File: src/rtl/timer_pkg.sv
// timer_pkg: shared state encoding and prescaler sizing for the interval timer
package timer_pkg;
  typedef enum logic [1:0] {S_IDLE = 2'b00, S_ARMED = 2'b01, S_COUNT = 2'b10} state_t;
  function automatic int psc_width(input int p);
    return (p <= 2) ? 1 : $clog2(p);
  endfunction
endpackage

File: src/rtl/down_counter_n.sv
// down_counter_n: loadable W-bit down counter from cascaded base-2 cells
module down_counter_n #(
  parameter int W = 8
) (
  input  logic         clock,
  input  logic         reset,
  input  logic         load,
  input  logic [W-1:0] d,
  input  logic         ei,
  output logic [W-1:0] q,
  output logic         eu
);
  logic [W:0] b;
  assign b[0] = ei;
  for (genvar i = 0; i < W; i++) begin : g_cell
    assign b[i+1] = b[i] & ~q[i];
    always_ff @(posedge clock)
      q[i] <= reset ? 1'b0 : load ? d[i] : q[i] ^ b[i];
  end
  assign eu = b[W];
endmodule

File: src/rtl/down_timer_ctrl.sv
// down_timer_ctrl: soc/eoc sequencer driving a prescaled down counter
module down_timer_ctrl
  import timer_pkg::*;
#(
  parameter int W        = 8,
  parameter int PRESCALE = 4
) (
  input  logic         clock,
  input  logic         reset,
  input  logic         soc,
  input  logic [W-1:0] n,
  input  logic         abort,
  output logic         eoc,
  output logic [W-1:0] q,
  output logic         tick
);
  localparam int PW = psc_width(PRESCALE);
  localparam logic [PW-1:0] PMAX = PW'(PRESCALE - 1);
  state_t state_q, state_d;
  logic [PW-1:0] psc_q, psc_d;
  logic idle, cnt, zero, load, eu;
  // the unused 2'b11 encoding behaves as IDLE
  assign idle = state_q != S_ARMED && state_q != S_COUNT;
  assign cnt  = state_q == S_COUNT;
  assign zero = q == '0;
  assign eoc  = idle;
  assign tick = cnt && !zero && psc_q == PMAX;
  assign load = idle ? soc && !abort : abort;
  always_comb begin
    state_d = state_q == S_ARMED ? (abort ? S_IDLE : soc ? S_ARMED : S_COUNT)
            : cnt ? (abort || zero ? S_IDLE : S_COUNT)
            : (soc && !abort ? S_ARMED : S_IDLE);
    psc_d = cnt && !abort && !zero && !tick ? psc_q + 1'b1 : '0;
  end
  always_ff @(posedge clock) begin
    if (reset) begin
      state_q <= S_IDLE;
      psc_q   <= '0;
    end else begin
      state_q <= state_d;
      psc_q   <= psc_d;
      assert (!eu);
    end
  end
  down_counter_n #(.W(W)) u_cnt (
    .clock(clock),
    .reset(reset),
    .load (load),
    .d    (idle ? n : '0),
    .ei   (tick),
    .q    (q),
    .eu   (eu)
  );
endmodule

File: config.mk
export PLATFORM = sky130hd
export DESIGN_NAME = down_timer_ctrl
export DESIGN_NICKNAME = d
export VERILOG_FILES = /design/src/rtl/timer_pkg.sv /design/src/rtl/down_counter_n.sv /design/src/rtl/down_timer_ctrl.sv
export SDC_FILE = /design/constraint.sdc
export NUM_CORES = 1
export LEC_CHECK = 0
export CORE_MARGIN = 2
export CORE_UTILIZATION = 45
export DETAILED_ROUTE_END_ITERATION = 10
export PLACE_DENSITY = 0.88
export REMOVE_ABC_BUFFERS = 1
export SKIP_LAST_GASP = 1
export SYNTH_ARGS = -nofsm -noshare
export SYNTH_HDL_FRONTEND = slang
export SYNTH_SLANG_ARGS = --single-unit
File: constraint.sdc
create_clock -name clock -period 3 [get_ports clock]
set_clock_uncertainty 0.1 [all_clocks]
set_input_delay 0.6 -clock clock [delete_from_list [all_inputs] [get_ports clock]]
set_output_delay 0.6 -clock clock [all_outputs]
set_load 0.05 [all_outputs]
Word-level counts from Yosys, hierarchy flattened. Cells that the tools add are included.

Reductions and logical operators: 13. Mux-type cells: 16. Bitwise gates (word level): 23. Add/sub/neg operators: 1. Equal/unequal tests: 5.

Operators with widths (number): 2-to-1 mux 1 bit (10); 2-to-1 mux 2 bit (5); logical NOT 8 bit (1); 2-to-1 mux 8 bit (1); inverter 1 bit (8); bitwise XOR 1 bit (8); bitwise AND 1 bit (7); logical AND 1 bit (7); equality test 2 bit (second input constant) (2); logical NOT 1 bit (3); adder 2 x 1 -> 2 bit (second input constant) (1); equality test 2 x 1 -> 1 bit (second input constant) (1); != test 2 x 1 -> 1 bit (second input constant) (1); != test 2 bit (second input constant) (1); OR reduction 2 bit (1); logical OR 1 bit (1).

Output and inout port bits: 10. Logic and storage cells: 68. Register bits: 12.

Depth between registers and ports, before layout. Gate-level depths: netlist of the first run.

Depth after elaboration: 13. Gate-level depth with buffers: 13. Depth with buffers taken out: 13.

Hierarchy. Synthesis of the first run repeated with hierarchy kept, for this count alone.

Cell total of the unflattened synthesis: 82. Area, all modules: 715.7 um^2.

Modules (own cells, without submodules): down_counter_n (area an instance 432.9 um^2, times used 1, cells an instance 50); down_timer_ctrl (area an instance 282.8 um^2, times used 1, cells an instance 32).

Worst setup path before layout of the first run. No wires, ideal clock.

Kind: flip-flop to flip-flop. From: reg u_cnt.q[1]. To: reg u_cnt.q[6]. Data arrival time: 2.926 ns. Cell stages (with the launch flop): 14. Period minus slack after synthesis: 3.158 ns. Path slack: -0.158 ns. Setup time: 0.132 ns. Buffers on the path: 0. Cells stage by stage: dfxtp_1 nor4_1 nand2_1 and3_1 ha_1 ha_1 ha_1 ha_1 ha_1 ha_1 ha_1 clkinv_1 a32oi_1 a21oi_1.

Longest elaborated chain between the ends: 12.

RTL lines: start, declared (RTL line down_counter_n.sv:10) `output logic [W-1:0] q,`; start signal, assigned by index (RTL line down_counter_n.sv:18) `q[i] <= reset ? 1'b0 : load ? d[i] : q[i] ^ b[i];`; logical NOT 8 bit (RTL line down_timer_ctrl.sv:25) `assign zero = q == '0;`; logical NOT 1 bit (RTL line down_timer_ctrl.sv:27) `assign tick = cnt && !zero && psc_q == PMAX;`; logical AND 1 bit (2 in series) (RTL line down_timer_ctrl.sv:27); via tick (RTL line down_timer_ctrl.sv:15) `output logic tick`; bitwise AND 1 bit (6 in series) (RTL line down_counter_n.sv:16) `assign b[i+1] = b[i] & ~q[i];`; bitwise XOR 1 bit (RTL line down_counter_n.sv:18); 2-to-1 mux 1 bit (RTL line down_counter_n.sv:18).

The timed path passes the listed nets, and every way through them passes these cells. A chain may end at the register's enable or synchronous reset.

Worst setup path in the final report of the first run.
From: reg u_cnt.q[7]. To: reg u_cnt.q[6].

Longest elaborated chain between the ends: 12.

RTL lines (RTL line): logical NOT 8 bit (down_timer_ctrl.sv:25); logical NOT 1 bit (down_timer_ctrl.sv:27); logical AND 1 bit (2 in series) (down_timer_ctrl.sv:27); bitwise AND 1 bit (6 in series) (down_counter_n.sv:16); bitwise XOR 1 bit (down_counter_n.sv:18); 2-to-1 mux 1 bit (down_counter_n.sv:18).

No other way between the ends.

==> results.ini, run 1 <==
[detailed_routing]
detail_route.drc_violations=0
num_vias=724
detail_route.first_pass.iterations=4
totalWireLength_microns=1675
initialDrtViolationCount=20
vias_per_cell=5.746
detail-route-antenna-nets=0
post_drt_wl_per_cell_microns=13.29

[floorplan]
core_area_sq_um=1506
floorplan.io_pins=22
fp.dieArea_sq_um=1941
chipWidth_microns=44.06
rows=14
initial_utilization=0.4792
die_h_microns=44.06

[global_routing]
pin_count_of_the_biggest_net_entering_global_routing=14
grt_antenna_before_repair=0
grt_remaining_overflow=0
wire_length_of_the_first_global_routing_pass_microns=2635
gr-usage-all-layers=0.1803
number_of_global_route_vias_before_repair=666

[critical_path]
data_arrival_at_the_endpoint_of_the_critical_path_ns=2.91
crit_required_ns=3.05
reg2reg_to=u_cnt.q[6]$_SDFF_PP0_
crit_fanout=3
timing.critical_path.from_type=flop
worst_setup_path_end_kind=flop
r2r_setup_slack_ns=0.15
worst_reg2reg_path_length_in_cells=13
setup.worst_path.class=reg -> reg
worst_r2r_startpoint=u_cnt.q[7]$_SDFF_PP0_

[sta]
worstMarginPinSlew_ns=0.6115
finalSetupViolCount=0
relSlewSlack=0.5915
postLayoutSetupSlackWorst_ns=0.1489
setup-tns-final_ns=0
hold_violation_count_in_the_final_report=0
final_max_slew_viol_count=0
period_share=0.9504
finalWorstPathRequiredPeriod_ns=2.851
max_clock_freq_ghz=0.3507

[finish]
layout-area-overhead-vs-synth_pct=40.21
drive_gt1_frac=0.1182
footprint_of_the_multi_input_gates_sq_um=406.6
finish.utilization=0.6719
layout.cells.non_filler=126
register_area_sq_um=241.5
final_nets=133
antenna_cells_inserted=0
layout.filler_cells=108

[placed_design]
place.detailed.hpwl_microns=1226
place_inst=118
port_buffers=21
place_ws_ns=0.06160
routabilityCongestion=0.7715

[worst_hold_path]
hp-start=psc_q[0]$_SDFF_PP0_
hold_path.class=reg -> reg
worst_hold_path.num_cells=1
hold_path_end=psc_q[0]$_SDFF_PP0_

[power_and_ir_drop]
power_density_nw_per_um2=404.0
total_power_w=0.0004090
max-vdd-ir-drop_mv=0.2357
leakagePower_nw=0.3879

[clocking]
cts_tree=yes
tritoncts.num_buffers=3
clock_tree.htree_level_count=1
cts.root.buffer_cell=sky130_fd_sc_hd__clkbuf_4
clk_latency_ns=0.28
cts.path.max_buffers=2
cts.reportedPaths.clkPinSlew_ns=0.08
clkSinkCount=12

[synth]
synth_seq_cells=12
postSynth.topFlopCell=sky130_fd_sc_hd__dfxtp_1
synthesis.area_sq_um=721.9
synth.lib_cells_used.distinct=27
synth_top_cells_by_area=sky130_fd_sc_hd__dfxtp_1 33%, sky130_fd_sc_hd__ha_1 17%, sky130_fd_sc_hd__a32oi_1 7.3%
synthesis.instances=84
share_of_the_yosys_chip_area_belonging_to_registers=0.3328
synth_warnings=0
synth_top_cell_by_area=sky130_fd_sc_hd__dfxtp_1
postSynthAreaPerCell_sq_um=8.595
synth_top_cell_area_share=0.3328
yosysMostFrequentCell=sky130_fd_sc_hd__dfxtp_1
async_reset_ff_frac=0
yosys-top-cells-count=12 x sky130_fd_sc_hd__dfxtp_1, 10 x sky130_fd_sc_hd__ha_1, 10 x sky130_fd_sc_hd__inv_1, 8 x sky130_fd_sc_hd__nand2_1
synth_enable_flop_cells=0

[run_status]
status=finished clean

[run]
max-cap-violations=0

## critical path: stages (launching register included)
cell                       delay [ns]
sky130_fd_sc_hd__dfxtp_2         0.34
sky130_fd_sc_hd__nor4_2          0.28
sky130_fd_sc_hd__nand2_1         0.11
sky130_fd_sc_hd__and3_1          0.22
sky130_fd_sc_hd__ha_1            0.18
sky130_fd_sc_hd__ha_1            0.18
sky130_fd_sc_hd__ha_1            0.18
sky130_fd_sc_hd__ha_1            0.20
sky130_fd_sc_hd__ha_1            0.19
sky130_fd_sc_hd__ha_1            0.18
sky130_fd_sc_hd__ha_1            0.27
sky130_fd_sc_hd__clkinv_1        0.07
sky130_fd_sc_hd__a32oi_1         0.15
sky130_fd_sc_hd__a21oi_1         0.08
## cell families (layout without fill, tap and decap cells)
group	after synthesis	count (layout)	share of synthesized area
DFF	12	12	0.3328
adders and majority gates	10	10	0.1733
and+or+nand+nor	25	25	0.2028
xor gates and xnor gates	1	1	0.01213
AOI/OAI and AO/OA	16	16	0.1577
buffers and inverters	20	46	0.1213
## metrics by stage
stage / cell area [sq um] / hold slack [ns]
finish: 1012 / 0.3366
global route: 1012 / 0.3603
CTS: 968.4 / 0.3392
detailed placement: 932.1 / 0.3268
global placement: 932.1 / 0.3121
floorplan: 694.4 / 0.3043
## state kept, by name, summed over array words and instances, names as in the netlist
register / cells
psc_q: 2
state_q: 2
u_cnt.q: 8
## where the power goes
part	switching (W)	total, W	internal [W]
registers	0.00000537	0.000171	0.000165
logic	0.0000538	0.000105	0.0000511
clock network	0.0000596	0.000133	0.0000738
## cells in the final DEF, fill, tap and decap left out
cell / n
sky130_fd_sc_hd__clkdlybuf4s50_1: 21
sky130_fd_sc_hd__dfxtp_1: 11
sky130_fd_sc_hd__inv_1: 10
sky130_fd_sc_hd__ha_1: 10
sky130_fd_sc_hd__nand2_1: 8
sky130_fd_sc_hd__clkinv_1: 6
sky130_fd_sc_hd__a32oi_1: 6
sky130_fd_sc_hd__a21oi_1: 6
sky130_fd_sc_hd__buf_4: 5
sky130_fd_sc_hd__nor3b_1: 3
sky130_fd_sc_hd__clkbuf_4: 3
sky130_fd_sc_hd__nor4_2: 2
sky130_fd_sc_hd__nor2b_1: 2
sky130_fd_sc_hd__nand3b_1: 2
sky130_fd_sc_hd__nand4b_1: 2
sky130_fd_sc_hd__and3_1: 1
sky130_fd_sc_hd__and2_1: 1
sky130_fd_sc_hd__a21oi_2: 1
sky130_fd_sc_hd__nor2_1: 1
sky130_fd_sc_hd__nor4b_1: 1
sky130_fd_sc_hd__a31o_1: 1
sky130_fd_sc_hd__xor2_1: 1
sky130_fd_sc_hd__o211ai_1: 1
sky130_fd_sc_hd__nand3_1: 1
sky130_fd_sc_hd__nand2b_1: 1
sky130_fd_sc_hd__a31oi_1: 1
sky130_fd_sc_hd__clkbuf_8: 1
sky130_fd_sc_hd__dfxtp_2: 1
## how the worst max path moves through the flow
stage                             to  slack [ns]  cells past startpoint                   from
2_1_floorplan  u_cnt.q[6]$_SDFF_PP0_       -0.15                     13  u_cnt.q[1]$_SDFF_PP0_
3_3_place_gp   u_cnt.q[6]$_SDFF_PP0_        0.15                     13  u_cnt.q[2]$_SDFF_PP0_
3_5_place_dp   u_cnt.q[6]$_SDFF_PP0_        0.06                     13  u_cnt.q[2]$_SDFF_PP0_
4_1_cts        u_cnt.q[6]$_SDFF_PP0_        0.05                     13  u_cnt.q[2]$_SDFF_PP0_
5_1_grt        u_cnt.q[6]$_SDFF_PP0_       -0.02                     13  u_cnt.q[6]$_SDFF_PP0_
6_report       u_cnt.q[6]$_SDFF_PP0_        0.15                     13  u_cnt.q[7]$_SDFF_PP0_
## routing by layer
layer  vias up  global-route usage  routed length [microns]
li1        345                   -                        -
met2        26              0.3265                      817
met3         5             0.04082                      109
met4         0             0.05455                       25
met1       348              0.2097                      721
met5         -                   0                        0
## what timing repair did
action / CTS / global route
resized for setup: 0 / 3
setup endpoints to repair: 0 / 2
hold buffers: 0 / 0
setup buffers: 0 / 4
## cell type report
cell class / instances / area share
Sequential cell: 12 / 0.2386
Multi-Input combinational cell: 52 / 0.4017
Inverter: 16 / 0.05933
Clock buffer: 4 / 0.03585
Timing Repair Buffer: 26 / 0.2447
Tap cell: 16 / 0.01978
(Power assumes the default switching activity.)
==> inputs of run 2 (changes only) <==
--- a/config.mk
+++ b/config.mk
@@ -7,6 +7,7 @@
 export LEC_CHECK = 0
 export CORE_MARGIN = 2
 export CORE_UTILIZATION = 45
+export CTS_CLUSTER_DIAMETER = 30
 export DETAILED_ROUTE_END_ITERATION = 10
 export PLACE_DENSITY = 0.88
 export REMOVE_ABC_BUFFERS = 1
==> results of run 2 <==
Final layout, timing and power as in run 1 (identical DEF).
==> inputs of run 3 (changes only) <==
--- a/config.mk
+++ b/config.mk
@@ -9,7 +9,7 @@
 export CORE_UTILIZATION = 45
 export CTS_CLUSTER_DIAMETER = 30
 export DETAILED_ROUTE_END_ITERATION = 10
-export PLACE_DENSITY = 0.88
+export PLACE_DENSITY = 0.81
 export REMOVE_ABC_BUFFERS = 1
 export SKIP_LAST_GASP = 1
 export SYNTH_ARGS = -nofsm -noshare
==> run 3 against run 2 <==
Against the previous run:
- via count is 6.2% lower
- power is 9.8% lower
- cell area is 1.7% lower
- worst setup slack worse by 0.010 ns
- fmax is 0.37% lower
- first-iteration DRC count is 25% lower
- die area stayed put
- non-clock buffer count is 3 lower
- clock power is 26% lower
- register-to-register slack hardly changed
- critical endpoint unchanged
- largest cell class unchanged
- largest power group unchanged
==> results.ini, run 3 (synthesis results as in run 1) <==
[critical_path]
reg2reg_to=u_cnt.q[6]$_SDFF_PP0_
worst_setup_path_end_kind=flop
data_arrival_at_the_endpoint_of_the_critical_path_ns=2.90
worst_r2r_startpoint=u_cnt.q[7]$_SDFF_PP0_
worst_reg2reg_path_length_in_cells=13
crit_path_cell_trace=nor4_4 -> nand2_2 -> and3_1 -> ha_1 -> ha_1 -> ha_1 -> ha_1 -> ha_1 -> ha_1 -> ha_1 -> clkinv_1 -> a32oi_1 -> a21oi_1
crit_fanout=4
crit_required_ns=3.04
cp_slowest_stage_delay_ns=0.36
setup.worst_path.class=reg -> reg
worst_path_max_delay_cell=sky130_fd_sc_hd__dfxtp_2
r2r_setup_slack_ns=0.14
timing.critical_path.from_type=flop
crit_path_frequent_cell=sky130_fd_sc_hd__ha_1

[global_routing]
gr-usage-all-layers=0.1981
wire_length_of_the_first_global_routing_pass_microns=2787
pin_count_of_the_biggest_net_entering_global_routing=14
grt_remaining_overflow=0
global_route.usage.met1=0.2199
number_of_global_route_vias_before_repair=684
global_route.usage.met2=0.3412
grt_antenna_before_repair=0
grt.busiest_layer=met2
grt.met3_usage=0.03265

[placed_design]
place.detailed.hpwl_microns=1206
port_buffers=21
place_ws_ns=0.06374
routabilityCongestion=0.7966
detailed_place.area_sq_um=924.6

[sta]
postLayoutSetupSlackWorst_ns=0.1385
final_max_slew_viol_count=0
period_share=0.9538
finalSetupViolCount=0
hold_violation_count_in_the_final_report=0
finalWorstPathRequiredPeriod_ns=2.862
setup-tns-final_ns=0
relSlewSlack=0.5479
max_clock_freq_ghz=0.3495
worstMarginPinSlew_ns=0.6768

[power_and_ir_drop]
power.sequential.fraction=0.466
total_power_w=0.0003688
combPwrFrac=0.266
internal-power_w=0.0002577
power_density_nw_per_um2=370.7
leakagePower_nw=0.3707
clock_power_share=0.268
netSwitchingFraction=0.3013
netSwitchingPower_w=0.0001111
max-vdd-ir-drop_mv=0.2207

[detailed_routing]
detail_route.first_pass.iterations=4
initialDrtViolationCount=15
detail_route.drc_violations=0
vias_per_cell=5.566
detail-route-antenna-nets=0
post_drt_wl_per_cell_microns=13.40
totalWireLength_microns=1635
num_vias=679

[finish]
drive_gt1_frac=0.1038
layout.cells.most_common_list=21 x sky130_fd_sc_hd__clkdlybuf4s50_1, 11 x sky130_fd_sc_hd__dfxtp_1, 10 x sky130_fd_sc_hd__inv_1, 10 x sky130_fd_sc_hd__ha_1, 7 x sky130_fd_sc_hd__nand2_1
register_area_sq_um=241.5
finish.utilization=0.6603
commonest_non_fill_non_tap_cell_in_the_layout=sky130_fd_sc_hd__clkdlybuf4s50_1
postLayoutCellArea_sq_um=994.7
footprint_of_the_multi_input_gates_sq_um=425.4
final_nets=130
antenna_cells_inserted=0
layout.filler_cells=120
largest-register=u_cnt.q
largest_register_ffs=8
largest_registers=u_cnt.q (8), psc_q (2), state_q (2)
layout-area-overhead-vs-synth_pct=37.78

[floorplan]
core_area_sq_um=1506
die_h_microns=44.06
fp.dieArea_sq_um=1941
floorplan.io_pins=22
chipWidth_microns=44.06
initial_utilization=0.4792
rows=14

[worst_hold_path]
worst_hold_path.num_cells=1
hp-start=psc_q[0]$_SDFF_PP0_
hold_path.class=reg -> reg
hold_path_end=psc_q[0]$_SDFF_PP0_

[run_status]
status=finished clean

[clocking]
cts.reportedPaths.clkPinSlew_ns=0.07
tritoncts.num_buffers=3
clk_latency_ns=0.27
clkSinkCount=12
clock_tree.htree_level_count=1
cts.path.max_buffers=2
cts_tree=yes
cts.root.buffer_cell=sky130_fd_sc_hd__clkbuf_4

[run]
max-cap-violations=0

[run 3: metal layers]
metal	up-vias	part of all wire
li1	337	-
met1	320	0.43
met2	18	0.51
met3	4	0.048
met4	0	0.019
met5	-	0
[run 3: area by class of cell]
cell class,instances,share of cell area
Clock buffer,3,0.02264
Inverter,16,0.06038
Multi-Input combinational cell,52,0.4277
Sequential cell,12,0.2428
Tap cell,16,0.02013
Timing Repair Buffer,23,0.2264
[run 3: worst max-delay path: cells and delay by family (launching register included)]
| kind | cells | cell delay (ns) |
|---|---|---|
| fa+ha+maj | 7 | 1.34 |
| flops | 1 | 0.36 |
| compound gates | 2 | 0.23 |
| buf+inv | 1 | 0.07 |
| simple gates | 3 | 0.63 |
[run 3: power by group through the flow]
| stage | combinational [W] | clock [W] | sequential, W |
|---|---|---|---|
| floorplan | 0.0000317 | 0 | 0.000190 |
| global placement | 0.0000842 | 0 | 0.000173 |
| detailed placement | 0.0000858 | 0 | 0.000174 |
| CTS | 0.0000867 | 0.000102 | 0.000170 |
| global route | 0.000107 | 0.000109 | 0.000172 |
| finish | 0.0000982 | 0.0000988 | 0.000172 |
[run 3: how the worst max path moves through the flow]
stage	start	to	slack, ns	cells after the start
after floorplan	u_cnt.q[1]$_SDFF_PP0_	u_cnt.q[6]$_SDFF_PP0_	-0.15	13
after global placement	u_cnt.q[2]$_SDFF_PP0_	u_cnt.q[6]$_SDFF_PP0_	0.12	13
after detailed placement	u_cnt.q[2]$_SDFF_PP0_	u_cnt.q[6]$_SDFF_PP0_	0.06	13
after CTS	u_cnt.q[2]$_SDFF_PP0_	u_cnt.q[6]$_SDFF_PP0_	0.05	13
after global routing	u_cnt.q[7]$_SDFF_PP0_	u_cnt.q[6]$_SDFF_PP0_	-0.009	13
final	u_cnt.q[7]$_SDFF_PP0_	u_cnt.q[6]$_SDFF_PP0_	0.14	13
[run 3: per-stage QoR]
step | hold slack (ns) | std cells
after floorplan | 0.3043 | 80
after global placement | 0.3154 | 117
after detailed placement | 0.3206 | 117
after CTS | 0.3312 | 120
after global routing | 0.3620 | 122
final | 0.3266 | 122
[run 3: repair_timing]
action | 4_1_cts | 5_1_grt
hold buffers | 0 | 0
setup buffers | 0 | 2
resized for setup | 0 | 6
endpoints found under the setup margin | 0 | 2
